**config.mk**
```make
export PLATFORM = sky130hd
export DESIGN_NAME = leddc_frame_scheduler
export DESIGN_NICKNAME = d
export VERILOG_FILES = /design/src/rtl/leddc_frame_scheduler.sv
export SDC_FILE = /design/constraint.sdc
export NUM_CORES = 1
export LEC_CHECK = 0
export ABC_AREA = 1
export BUFFER_PORTS_ARGS = -buffer_cell sky130_fd_sc_hd__buf_2
export CAP_MARGIN = 30
export CORE_MARGIN = 8
export CORE_UTILIZATION = 58
export DETAILED_ROUTE_END_ITERATION = 6
export PLACE_DENSITY = 0.88
export SLEW_MARGIN = 30
export SYNTH_ARGS = -nofsm -noshare
export SYNTH_HDL_FRONTEND = slang
export SYNTH_SLANG_ARGS = --single-unit
```
**constraint.sdc**
```tcl
create_clock -name GCK -period 2.4 [get_ports GCK]
set_clock_uncertainty 0.15 [all_clocks]
set_input_delay 0 -clock GCK [delete_from_list [all_inputs] [get_ports GCK]]
set_output_delay 0 -clock GCK [all_outputs]
set_load 0.05 [all_outputs]
```
**src/rtl/leddc_frame_scheduler.sv**
```systemverilog
// ---------------------------------------------------------------------------
// leddc_frame_scheduler
//
// Frame-level sequencer for the LED display PWM datapath (GCK domain).
// Produces Vsync (blank/load vs. display windows), the per-frame mode and
// subframe index, and runs the double-buffered pixel bank handshake with the
// frame writer. Banks swap only at frame starts. Frames that start without
// new data are flagged with repeat_frame, and a second load that arrives
// before the first was consumed sets the sticky ovf flag.
//
// Ports
//   GCK          in   display clock, rising edge
//   rst          in   asynchronous active-high reset
//   enable       in   run request, sampled in IDLE and at frame end
//   mode_cfg     in   0 = one full frame, 1 = two half-weight subframes
//   load_done    in   one-cycle pulse: back bank fully written
//   Vsync        out  1 while in DISPLAY
//   mode         out  mode latched at frame start
//   sub_idx      out  current subframe (0 in mode 0)
//   rd_bank      out  bank on display; the writer owns ~rd_bank
//   swap_ack     out  one-cycle pulse on a bank swap
//   repeat_frame out  one-cycle pulse when a frame starts without new data
//   ovf          out  sticky load overrun
//   frame_cnt    out  completed-frame counter (wraps)
//   busy         out  state != IDLE
//   state_dbg    out  raw FSM state for observation
//
// Handshake: load_done is a single-cycle event. It is held in a pending
// flag until the next frame start consumes it with a swap; a load arriving
// on the frame-start edge itself is consumed directly by that swap.
// ---------------------------------------------------------------------------
module leddc_frame_scheduler #(
    parameter int PWM_BITS     = 16,
    parameter int BLANK_CYCLES = 16,
    parameter int FCNT_W       = 16
) (
    input  logic              GCK,
    input  logic              rst,
    input  logic              enable,
    input  logic              mode_cfg,
    input  logic              load_done,
    output logic              Vsync,
    output logic              mode,
    output logic              sub_idx,
    output logic              rd_bank,
    output logic              swap_ack,
    output logic              repeat_frame,
    output logic              ovf,
    output logic [FCNT_W-1:0] frame_cnt,
    output logic              busy,
    output logic [1:0]        state_dbg
);

    typedef enum logic [1:0] {
        S_IDLE    = 2'd0,
        S_BLANK   = 2'd1,
        S_DISPLAY = 2'd2
    } state_t;

    localparam int BW = $clog2(BLANK_CYCLES);
    localparam logic [BW-1:0]       BLANK_LAST = BW'(BLANK_CYCLES - 1);
    // Terminal counts of the display window, compared explicitly.
    localparam logic [PWM_BITS-1:0] TERM_FULL  = '1;
    localparam logic [PWM_BITS-1:0] TERM_HALF  =
        PWM_BITS'((64'd1 << (PWM_BITS - 1)) - 64'd1);

    state_t              state_q;
    logic [BW-1:0]       blank_cnt_q;
    logic [PWM_BITS-1:0] disp_cnt_q;
    logic                pending_q;
    logic                vsync_q;
    logic                mode_q;
    logic                sub_q;
    logic                bank_q;
    logic                swap_q;
    logic                repeat_q;
    logic                ovf_q;
    logic [FCNT_W-1:0]   fcnt_q;
    logic                busy_q;

    logic blank_term;
    logic disp_term;
    logic sub_switch;
    logic frame_end;
    logic start_evt;
    logic swap_now;

    always_comb begin
        blank_term = (state_q == S_BLANK) && (blank_cnt_q == BLANK_LAST);
        disp_term  = (state_q == S_DISPLAY) &&
                     (disp_cnt_q == (mode_q ? TERM_HALF : TERM_FULL));
        // End of subframe 0 in mode 1 is a mid-frame blank, not a frame end.
        sub_switch = disp_term && mode_q && !sub_q;
        frame_end  = disp_term && !sub_switch;
        start_evt  = ((state_q == S_IDLE) && enable && (pending_q || load_done)) ||
                     (frame_end && enable);
        swap_now   = start_evt && (pending_q || load_done);
    end

    always_ff @(posedge GCK or posedge rst) begin
        if (rst) begin
            state_q     <= S_IDLE;
            blank_cnt_q <= '0;
            disp_cnt_q  <= '0;
            pending_q   <= 1'b0;
            vsync_q     <= 1'b0;
            mode_q      <= 1'b0;
            sub_q       <= 1'b0;
            bank_q      <= 1'b0;
            swap_q      <= 1'b0;
            repeat_q    <= 1'b0;
            ovf_q       <= 1'b0;
            fcnt_q      <= '0;
            busy_q      <= 1'b0;
        end else begin
            swap_q   <= 1'b0;
            repeat_q <= 1'b0;

            // A swap consumes both an older pending load and a same-cycle load.
            if (swap_now) begin
                pending_q <= 1'b0;
            end else if (load_done) begin
                if (pending_q) begin
                    ovf_q <= 1'b1;
                end
                pending_q <= 1'b1;
            end

            case (state_q)
                S_BLANK: begin
                    if (blank_term) begin
                        state_q    <= S_DISPLAY;
                        vsync_q    <= 1'b1;
                        disp_cnt_q <= '0;
                    end else begin
                        blank_cnt_q <= blank_cnt_q + BW'(1);
                    end
                end
                S_DISPLAY: begin
                    if (sub_switch) begin
                        state_q     <= S_BLANK;
                        vsync_q     <= 1'b0;
                        sub_q       <= 1'b1;
                        blank_cnt_q <= '0;
                    end else if (frame_end) begin
                        fcnt_q  <= fcnt_q + FCNT_W'(1);
                        state_q <= S_IDLE;
                        vsync_q <= 1'b0;
                        busy_q  <= 1'b0;
                    end else begin
                        disp_cnt_q <= disp_cnt_q + PWM_BITS'(1);
                    end
                end
                default: begin
                    // IDLE: leaving is handled entirely by the frame-start block.
                end
            endcase

            // Frame start overrides the idle/end transitions chosen above.
            if (start_evt) begin
                state_q     <= S_BLANK;
                vsync_q     <= 1'b0;
                busy_q      <= 1'b1;
                blank_cnt_q <= '0;
                mode_q      <= mode_cfg;
                sub_q       <= 1'b0;
                if (swap_now) begin
                    bank_q <= ~bank_q;
                    swap_q <= 1'b1;
                end else begin
                    repeat_q <= 1'b1;
                end
            end
        end
    end

    assign Vsync        = vsync_q;
    assign mode         = mode_q;
    assign sub_idx      = sub_q;
    assign rd_bank      = bank_q;
    assign swap_ack     = swap_q;
    assign repeat_frame = repeat_q;
    assign ovf          = ovf_q;
    assign frame_cnt    = fcnt_q;
    assign busy         = busy_q;
    assign state_dbg    = state_q;

endmodule

```
==> qor.txt <==
status = complete, no violations
drt total wl = 5.58 mm
top sig layer = met4
die outline area = 6750 um^2
type of the most critical hold path = in -> async
synthesized area per cell = 8.49 um^2
post-synthesis sequential area ratio = 0.454
Net Count, Synth = 307
Initial Utilization = 0.591
vias per cell = 5.53
maximum VDD drop = 0.487 mV
Area Growth Syn to Fin = 13.7%
via count = 2,167
# IOs = 31
GRT Total Usage = 0.181
GP Congestion = 0.958
clock root buffer = clkbuf_8
final setup vio count = 0
Unique masters post-synth = 35
vias in the first global route = 2,124
clk slew on worst S/H paths = 0.09 ns
Met2 Wirelength = 2.86 mm
f_max = 480 MHz
crit start category = register
Ant. Diodes = 0
cell taking the most area after synthesis = dfrtp_1
RSZ-0062 raised after global routing = no
top cells by area, synth = dfrtp_1 45%, nand2_1 8.7%, xor2_1 7.2%
Inserted Clock Buffers = 5
critical path class = reg -> reg
slew of the pin with the lowest slew margin = 0.524 ns
Synth warnings = 0
largest net degree at the start of global routing = 29
post-CTS sizing = 0
Seq cells post-synth = 46
first-pass GRT wire length = 9.45 mm
P per Cell Area = 516 nW/um^2
number of max-cap violations = 0
Post-CTS Setup Inserts = 0
CTS Hold Bufs = 4
share of cells above drive strength 1 = 0.218
CTS Sinks = 46
count of final max-slew check failures = 0
top cell type's share of synthesized area = 0.454
Final Util = 0.672
CP required = 2.43 ns
first-pass detailed-route iteration total = 4
Initial DRC Count = 109
Die X = 82.1 um
routed length per instance = 14.2 um
Worst-Skew Late Latency = 0.30 ns
Cells after DPL = 380
clk buf depth = 2
Residual DRC = 0
Slew HR = 0.648
Die H = 82.1 um
placed wire-length estimate = 4.08 mm
total negative slack = 0 ns
Mapped Area = 2540 um^2
Final Non-Filler Cells = 392
# H-tree levels = 2
worst hold margin = 0.0890 ns
critical path fanouts, max = 9
WP data arrival = 2.11 ns
most common cell after layout, fill and taps aside = nand2_1
Core ar. = 4290 um^2
initial antenna violation count = 0
Final nets = 347
post-route minimum period = 2.08 ns
Port Buffers = 30
Met1 Wirelength = 2.29 mm
CTS tree = done
FP Rows = 24
Pleak = 1.37 nW
gr ovfl total = 0
met3 wire length = 332 um
Post-Syn Instances = 299
Crit. End Element = register
Fin. Hold Viols = 0
most frequent cells in the layout = 59 x nand2_1, 46 x dfrtp_1, 34 x inv_1
Tcrit/Tclk final = 0.868
antenna-violating nets left = 0
-- cells by family (layout without fill, tap and decap cells) --
kind of cell / after synthesis / count (layout) / synth area share
AND/OR/NAND/NOR: 148 / 148 / 0.292
adder cells (fa/ha/maj): 3 / 3 / 0.0148
XOR/XNOR: 26 / 26 / 0.0897
buffers and inverters: 44 / 85 / 0.0725
flip-flops: 46 / 46 / 0.454
AO/OA/AOI/OAI: 32 / 32 / 0.0769
-- area by class of cell --
cell class              count  area (um^2)
clock buffers               6         82.6
clock inverters             2         12.5
fillers                   326         1410
inverters                  39          150
multi-input cells         209         1200
flip-flops and latches     46         1150
well taps                  52         65.1
repair buffers             38          220
-- synth_stat cells (all sizes together) --
| master | number |
|---|---|
| a31oi | 1 |
| xnor2 | 5 |
| o21bai | 1 |
| nor3 | 12 |
| or2 | 3 |
| a31o | 2 |
| nor4 | 1 |
| buf | 5 |
| o22ai | 3 |
| nand2 | 67 |
| o21ai | 16 |
| nor3b | 1 |
| ha | 3 |
| nand4 | 11 |
| dfrtp | 46 |
| nand3 | 26 |
| a21boi | 1 |
| inv | 39 |
| nor2 | 27 |
| xor2 | 21 |
| a21o | 1 |
| a21oi | 7 |
-- flip-flops by register name (all words and copies together) (netlist names) --
register	flops
state_dbg	2
ovf	1
rd_bank	1
mode	1
pending_q	1
disp_cnt_q	16
repeat_frame	1
blank_cnt_q	4
swap_ack	1
busy	1
sub_idx	1
frame_cnt	16
-- routing by layer --
metal / vias up / track usage
met5: - / 0
met4: 0 / 0.0702
met3: 14 / 0.0411
met2: 62 / 0.320
met1: 1039 / 0.207
li1: 1052 / -
-- report_power, final --
group          internal [mW]  switching, mW
logic                 0.0539          0.114
clock network          0.232          0.260
registers              0.803         0.0265
total                   1.09          0.401
-- per-stage QoR --
step	power, mW	setup WS (ns)	area [um^2]
floorplan	0.958	0.382	2540
global placement	0.996	0.434	2750
detailed placement	1.00	0.386	2750
CTS	1.50	0.336	2880
global route	1.56	0.165	2880
finish	1.49	0.317	2880
-- final timing paths --
check | slack (ns) | end | from | depth (start not counted)
worst min-delay path | 0.09 | frame_cnt[2] | rst | 3
min in group GCK | 0.32 | mode | mode_cfg | 4
worst max-delay path | 0.32 | state_dbg[0] | state_dbg[0] | 10
worst min register to register | 0.33 | ovf | ovf | 1
worst max register to register | 0.32 | state_dbg[0] | state_dbg[0] | 10
max in group asynchronous | 1.49 | disp_cnt_q[5] | rst | 4
-- worst max-delay path: stages (launching register included) --
cell,delay (ns)
dfrtp_1,0.42
inv_1,0.09
nand2_1,0.21
nor2_1,0.17
nand2_1,0.10
nor2_4,0.17
o21ai_4,0.14
a21boi_2,0.27
a21oi_1,0.10
nand2_1,0.07
nand2_1,0.05
Power figures use the tool's default switching activity.
